--- config.mk ---
export PLATFORM = sky130hd
export DESIGN_NAME = cmp_sweep_driver
export DESIGN_NICKNAME = d
export VERILOG_FILES = /design/src/rtl/cmp_pkg.sv /design/src/rtl/pair_counter.sv /design/src/rtl/cmp_sweep_driver.sv
export SDC_FILE = /design/constraint.sdc
export NUM_CORES = 1
export LEC_CHECK = 0
export CAP_MARGIN = 5
export CELL_PAD_IN_SITES_DETAIL_PLACEMENT = 0
export CELL_PAD_IN_SITES_GLOBAL_PLACEMENT = 1
export CORE_UTILIZATION = 36
export CTS_BUF_LIST = sky130_fd_sc_hd__clkbuf_8
export DETAILED_ROUTE_END_ITERATION = 8
export MAX_ROUTING_LAYER = met4
export PLACE_DENSITY_LB_ADDON = 0.1
export SLEW_MARGIN = 40
export SYNTH_ARGS = -nofsm -noshare
export SYNTH_HDL_FRONTEND = slang
export SYNTH_SLANG_ARGS = --single-unit
--- constraint.sdc ---
create_clock -name clk -period 2.5 [get_ports clk]
set_clock_uncertainty 0.1 [all_clocks]
set_input_delay 0.5 -clock clk [delete_from_list [all_inputs] [get_ports clk]]
set_output_delay 0.5 -clock clk [all_outputs]
set_load 0.01 [all_outputs]
--- src/rtl/cmp_pkg.sv ---
// Shared types and helpers for the comparator sweep driver.
// Imported by the RTL and by the testbench.
package cmp_pkg;

    typedef enum logic [1:0] {
        IDLE   = 2'd0,
        DRIVE  = 2'd1,
        SAMPLE = 2'd2,
        DONE   = 2'd3
    } state_t;

    localparam int CMP_WIDTH = 2;

    // Wide enough for any practical operand width; callers zero-extend.
    localparam int GW = 16;

    function automatic logic golden_gt(input logic [GW-1:0] a,
                                       input logic [GW-1:0] b);
        return a > b;
    endfunction

endpackage

--- src/rtl/pair_counter.sv ---
// Nested operand counter: b is the inner digit, a the outer.
// last flags the final pair (both all ones).
module pair_counter
    import cmp_pkg::*;
#(
    parameter int WIDTH = CMP_WIDTH
) (
    input  logic             clk,
    input  logic             rst_n,
    input  logic             clear,
    input  logic             advance,
    output logic [WIDTH-1:0] a,
    output logic [WIDTH-1:0] b,
    output logic             last
);

    always_ff @(posedge clk or negedge rst_n) begin
        if (!rst_n) begin
            a <= '0;
            b <= '0;
        end else if (clear) begin
            a <= '0;
            b <= '0;
        end else if (advance) begin
            b <= b + WIDTH'(1);
            if (&b) begin
                a <= a + WIDTH'(1);
            end
        end
    end

    assign last = (&a) & (&b);

endmodule

--- src/rtl/cmp_sweep_driver.sv ---
// Exhaustive a/b sweep of a magnitude comparator with on-the-fly
// checking against a > b; reports error count and first failure.
module cmp_sweep_driver
    import cmp_pkg::*;
#(
    parameter int WIDTH  = CMP_WIDTH,
    parameter int SETTLE = 1
) (
    input  logic               clk,
    input  logic               rst_n,
    input  logic               start,
    output logic [WIDTH-1:0]   a_out,
    output logic [WIDTH-1:0]   b_out,
    input  logic               is_greater_in,
    output logic               busy,
    output logic               done,
    output logic               pass,
    output logic [2*WIDTH:0]   err_count,
    output logic               first_err_valid,
    output logic [WIDTH-1:0]   first_err_a,
    output logic [WIDTH-1:0]   first_err_b
);

    localparam int EW = 2 * WIDTH + 1;
    localparam int CW = (SETTLE > 1) ? $clog2(SETTLE) : 1;
    localparam logic [CW-1:0] RELOAD = CW'(SETTLE - 1);

    if (SETTLE < 1) begin : g_bad_settle
        $error("cmp_sweep_driver: SETTLE must be at least 1");
    end

    state_t        state;
    logic [CW-1:0] cnt;
    logic          accept;
    logic          advance;
    logic          last;
    logic          mismatch;
    logic [EW-1:0] err_nxt;

    assign accept   = ((state == IDLE) || (state == DONE)) && start;
    assign advance  = (state == SAMPLE) && !last;
    assign mismatch = (state == SAMPLE) &&
                      (is_greater_in != golden_gt(GW'(a_out), GW'(b_out)));
    assign err_nxt  = err_count + EW'(mismatch);

    pair_counter #(
        .WIDTH   (WIDTH)
    ) u_pairs (
        .clk     (clk),
        .rst_n   (rst_n),
        .clear   (accept),
        .advance (advance),
        .a       (a_out),
        .b       (b_out),
        .last    (last)
    );

    always_ff @(posedge clk or negedge rst_n) begin
        if (!rst_n) begin
            state           <= IDLE;
            cnt             <= '0;
            busy            <= 1'b0;
            done            <= 1'b0;
            pass            <= 1'b0;
            err_count       <= '0;
            first_err_valid <= 1'b0;
            first_err_a     <= '0;
            first_err_b     <= '0;
        end else begin
            case (state)
                IDLE, DONE: begin
                    if (start) begin
                        state           <= DRIVE;
                        cnt             <= RELOAD;
                        busy            <= 1'b1;
                        done            <= 1'b0;
                        pass            <= 1'b0;
                        err_count       <= '0;
                        first_err_valid <= 1'b0;
                        first_err_a     <= '0;
                        first_err_b     <= '0;
                    end
                end
                DRIVE: begin
                    if (cnt == '0) begin
                        state <= SAMPLE;
                    end else begin
                        cnt <= cnt - CW'(1);
                    end
                end
                SAMPLE: begin
                    err_count <= err_nxt;
                    if (mismatch && !first_err_valid) begin
                        first_err_valid <= 1'b1;
                        first_err_a     <= a_out;
                        first_err_b     <= b_out;
                    end
                    if (last) begin
                        state <= DONE;
                        busy  <= 1'b0;
                        done  <= 1'b1;
                        pass  <= (err_nxt == '0);
                    end else begin
                        state <= DRIVE;
                        cnt   <= RELOAD;
                    end
                end
                default: state <= IDLE;
            endcase
        end
    end

endmodule

==> out/metrics.csv <==
metric,value,unit
worstHoldPathType,reg2reg,
nets,167,
path_class,reg2reg,
hold_buffers,0,
die_w,58.0,um
drive_above_1_share,17.5,%
placed_cells,180,
initial_core_util,39.5,%
syn_nets,134,
dieArea,3360,um2
yosys_warnings,0,
multiInputGateArea,669,um2
nFillCells,257,
ys_ff_latch,19,
gr-usage-all-layers,19.1,%
setup-violations-final,0,
cts_tree,done,
wl_per_cell,15.0,um
drc_errors,1,
violations,DRC,
syn_area_per_cell,9.24,um2
period_share,99.0,%
insertedDiodeCount,0,
maxSlewViolCount,0,
clock_tree.root_cell,clkbuf_8,
gp_congestion,0.791,
reg2reg_slack,0.03,ns
synth_cell_type_count,35,
peakVddDrop,0.000570,V
ant_nets,0,
finalNonFillerCells,185,
synth_top_area_share,42.2,%
synth_cells,122,
areaGrowthSynthToFinish,37.7,%
synth_common_cells,"dfrtp_1, nand2_1, nand3_1",
max_freq,0.404,GHz
postRouteWirelength,2780,um
relSlewSlack,63.8,%
hold_ws,0.440,ns
antenna_found_initial,0,
rsz0062_at_grt,yes,
required,2.57,ns
clk-insertion-delay-late,0.26,ns
die_h,58.0,um
cts_sinks,19,
power_density,866,nW/um2
status,"complete, but fails checks",
synth_edf_count,0,
portBuffers,20,
vias_per_cell,5.40,
cts.clk_slew.worst_paths,0.08,ns
synth_area,1130,um2
arrival,2.54,ns
synth_top_flop_cell,dfrtp_1,
power.leakage,0.000644,uW
pin_count,21,
grt_start_max_net_pins,23,
grt_overflow,0,
firstDrtPassIters,6,
fin_setup_tns,0,ns
register_area,475,um2
row_count,19,
fin_util,54.4,%
cts_buffers,3,
core,2850,um2
h-tree-depth,1,
grt_pass1_vias,983,
async_flop_share,100,%
cp-end-kind,register,
timing.final.crit_period,2.47,ns
synth_top_cell_by_area,dfrtp_1,
critPathMaxFanout,2,
hold_violations,0,
clk_path_buf_depth,2,
drv_cap,0,
vias,999,
worst_pin_slew,0.539,ns
yosysSeqAreaShare,42.2,%
synthTopCellsByArea,"dfrtp_1, ha_1, nand3_1",
synth.most_common_cell,dfrtp_1,
cp-start-kind,register,
drt_first_iter_violations,21,
grt_pass1_wl,4660,um
hpwl,1970,um
## cell type report
type	instances	share of cell area, %
repair buffers	32	18.7
inverters	8	1.93
multi-input cells	91	43.1
clock buffers	3	2.66
well taps	31	2.50
clock inverters	1	0.483
flip-flops and latches	19	30.6
## routing by layer
metal / GRT usage (%) / vias up / part of all wire, %
met1: 25.2 / 472 / 48
li1: - / 501 / -
met3: 3.13 / 7 / 2.8
met5: - / - / 0
met4: 8.50 / 0 / 1.4
met2: 28.7 / 19 / 47
## kinds of logic after synthesis
family / count (synthesis) / share of synthesized area [%]
AND/OR/NAND/NOR: 46 / 19.0
AO/OA/AOI/OAI: 29 / 18.9
flip-flops: 19 / 42.2
buffers and inverters: 12 / 4.22
adder cells (fa/ha/maj): 8 / 8.88
XOR/XNOR: 4 / 3.11
multiplexers: 4 / 3.77
## per-stage QoR
step                      worst slack [ns]  cell area (um2)  total power (uW)
after detailed placement            -0.218             1430              1070
final                               0.0260             1550              1340
after floorplan                    0.00350             1130               825
after global routing               -0.0748             1550              1440
after CTS                           0.0115             1490              1320
after global placement              -0.132             1430              1070
## layout by cell type, fill, tap and decap left out, drive strengths merged
| cell | netlist | routed |
|---|---|---|
| a21oi | 5 | 5 |
| nand2b | 3 | 3 |
| and2 | 2 | 2 |
| a31oi | 4 | 4 |
| clkdlybuf4s50 | 0 | 20 |
| a21boi | 1 | 1 |
| a31o | 2 | 2 |
| xor2 | 1 | 1 |
| mux2i | 2 | 2 |
| ha | 8 | 8 |
| clkbuf | 1 | 3 |
| nand3b | 1 | 1 |
| buf | 3 | 12 |
| nor2b | 1 | 1 |
| mux2 | 2 | 2 |
| nor2 | 9 | 9 |
| a2bb2oi | 1 | 1 |
| o21ai | 9 | 9 |
| clkinv | 1 | 1 |
| o221ai | 1 | 1 |
| dfrtp | 19 | 19 |
| clkinvlp | 0 | 1 |
| inv | 7 | 7 |
| a32o | 2 | 2 |
| nand4 | 1 | 1 |
| a22o | 1 | 1 |
| xnor2 | 3 | 3 |
| o22ai | 1 | 1 |
| nor3 | 2 | 2 |
| o32ai | 1 | 1 |
| nand2 | 15 | 15 |
| nand3 | 12 | 12 |
| a221o | 1 | 1 |
## registers in the layout (all words and copies together), names as in the netlist
signal,flops
u_pairs.a,2
err_count,5
pass,1
first_err_a,2
state,2
first_err_b,2
u_pairs.b,2
busy,1
first_err_valid,1
done,1
## where the power goes
group	switching (uW)	total (uW)	internal [uW]	leakage (uW)
sequential	40.9	395	354	0.000254
clock	115	228	113	0.0000217
combinational	404	721	317	0.000368
total	560	1340	784	0.000644
## what timing repair did
item / in CTS / in global routing
gates resized for setup: 3 / 8
setup buffers: 0 / 1
endpoints found under the setup margin: 2 / 2
pin swaps: 2 / 7
## path summary, 6_finish.rpt
| kind | startpoint | end | depth (start not counted) |
|---|---|---|---|
| worst min register to register | done$_DFFE_PN0P_ | done$_DFFE_PN0P_ | 2 |
| worst max register to register | u_pairs.a[0]$_DFFE_PN0P_ | pass$_DFFE_PN0P_ | 9 |
| min in group asynchronous | rst_n | err_count[3]$_DFFE_PN0P_ | 2 |
| max in group asynchronous | rst_n | first_err_b[0]$_DFFE_PN0P_ | 2 |
| worst min-delay path | done$_DFFE_PN0P_ | done$_DFFE_PN0P_ | 2 |
| worst max-delay path | u_pairs.a[0]$_DFFE_PN0P_ | pass$_DFFE_PN0P_ | 9 |
## critical path: stages (launching register included)
cell     delay [ns]
dfrtp_1        0.39
inv_1          0.14
ha_4           0.23
a221o_1        0.35
a31oi_2        0.21
ha_2           0.23
ha_4           0.21
nor3_4         0.15
nand4_1        0.11
o32ai_1        0.28
Note: power is estimated with default switching activity, not from simulation.
==> variant (same settings) <==
The package constant `CMP_WIDTH` goes from 2 to 4.
--- a/src/rtl/cmp_pkg.sv
+++ b/src/rtl/cmp_pkg.sv
@@ -11,3 +11,3 @@
 
-    localparam int CMP_WIDTH = 2;
+    localparam int CMP_WIDTH = 4;
 
Ports: changed (5 resized); port bits go from 21 to 33. No check against the original RTL was run, so the function may have changed too.
==> variant against the unedited design <==
The run ends with setup timing left. Sequential cell count rose by 12. Design area rose by 65%. Area after synthesis rose by 57%. Power rose by 56%. Worst hold slack got worse by 20 ps. Count of clock-buffer cells in the layout rose by 3. Sequential power rose by 52%. Routed wire length rose by 61%. Largest cell class unchanged. Critical path depth rose by 4. Largest power group unchanged. Global-route usage rose by 0.49 points. Setup slack got worse by 340 ps.
==> variant: results (changes against the unedited design) <==
status finished, violations left (unchanged); violated checks setup timing (was DRC); I/O Buffers 32 (was 20); first-pass GRT wire length 7520 microns (was 4660 microns); Yosys Warn Count 0 (unchanged); Critical Path AT 2940 ps (was 2540 ps); Final setup viols 6 (was 0); cells after synthesis 183 (was 122); post-synthesis sequential area ratio 43.8% (was 42.2%); Top pwr grp combinational logic (unchanged); Placement Cell Area 2370 sq um (was 1430 sq um); initial antenna violation count 0 (unchanged); Tightest Pin Transition 420 ps (was 539 ps); diode count 0 (unchanged); Comb. pwr 0.986 mW (was 0.721 mW); largest net degree at the start of global routing 32 (was 23); DP Wirelength 3230 microns (was 1970 microns); vias in the first global route 1552 (was 983); fillers 428 (was 257); Net Count, Synth 198 (was 134); fin nets 259 (was 167); Lkg Pwr 1.09 nW (was 0.644 nW); Max clock buf depth 2 (unchanged); root buffer cell clkbuf_8 (unchanged); fin cells 312 (was 185); top cells by area, synth dfrtp_1 44%, ha_1 7.8%, a32o_1 5.6% (was dfrtp_1 42%, ha_1 8.9%, nand3_1 5.3%); cell family with most CP delay simple AND/OR/NAND/NOR gates (was compound AO/OA/AOI/OAI gates); DRT Wirelength 4460 microns (was 2780 microns); dpl ws -331 ps (was -218 ps); R2R depth 13 (was 9); seq pwr 0.601 mW (was 0.395 mW); Synth cell types 43 (was 35); total placed cells including tap cells 298 (was 180); Placer Congestion 0.839 (was 0.791); router iterations before antenna repair 4 (was 6); top cells by count, synth 31 x dfrtp_1, 18 x nand2_1, 17 x nor2_1 (was 19 x dfrtp_1, 15 x nand2_1, 12 x nand3_1); WHS Path Cells 2 (unchanged); setup TNS -719 ps (was 0 ps); maximum vdd ir drop 0.000460 V (was 0.000570 V); worst stage delay on the critical path 430 ps (was 390 ps); Top reg by flops err_count (unchanged); CP max FO 3 (was 2); asr flop ratio synth 100% (unchanged); max FFs per register 9 (was 5); CP max stage cell dfrtp_2 (was dfrtp_1); DRT iter0 DRCs 63 (was 21); Hold Slack 420 ps (was 440 ps); Clk Latency, worst-skew pair 280 ps (was 260 ps); Vias/cell 5.23 (was 5.40); Hold Crit Class reg -> reg (unchanged); fraction of layout instances using a drive strength above 1 22.9% (was 17.5%); H-tree level count 2 (was 1); final worst slack -313 ps (was 26.0 ps); CTS Buf Count 5 (was 3); Total GRT Usage 19.6% (was 19.1%); Clock transition at path regs 70 ps; P_int 1.29 mW (was 0.784 mW)
variant: cell type report:
class                           count  share of cell area [%]
Tap cell                           67                    3.28
Clock inverter                      2                    1.37
Clock buffer                        6                    3.23
Sequential cell                    31                    30.4
Timing Repair Buffer               62                    21.6
Multi-Input combinational cell    136                    38.9
Inverter                            8                    1.17
variant: cells by family (layout without fill, tap and decap cells):
logic type / after synthesis / in the layout / synth area share, %
simple gates: 63 / 63 / 17.2
mux: 7 / 7 / 4.02
buf+inv: 16 / 78 / 4.09
flops: 31 / 31 / 43.8
xor+xnor: 4 / 4 / 1.98
compound gates: 51 / 51 / 21.2
fa+ha+maj: 11 / 11 / 7.76
variant: timing repair:
item                       in CTS  in global routing
gates resized for setup         5                  7
pin swaps                       7                  1
setup buffers                   3                  3
setup endpoints to repair       5                 17
variant: through the flow:
stage / power (mW) / util (%)
floorplan: 1.22 / -
finish: 2.10 / 54.1
global placement: 1.54 / 50.1
global route: 2.26 / 54.1
CTS: 2.12 / 53.3
detailed placement: 1.57 / 50.1
variant: worst min-delay path: cells and delay by family (launching register included):
kind               cells  cell delay [ps]
AOI/OAI and AO/OA      1               50
DFF                    1              360
and+or+nand+nor        1               80
variant: path summary, 6_finish.rpt:
check | from | end
worst max-delay path | u_pairs.a[1] | pass
worst min-delay path | done | done
worst max register to register | u_pairs.a[1] | pass
worst min register to register | done | done
max in group asynchronous | rst_n | u_pairs.b[1]
min in group asynchronous | rst_n | err_count[3]
variant: metal layers:
metal	part of all wire [%]	track usage, %	vias up
met1	45	23.5	799
met5	0	-	-
met2	51	33.1	37
met3	3.7	4.31	4
met4	0.70	5.23	0
li1	-	-	793
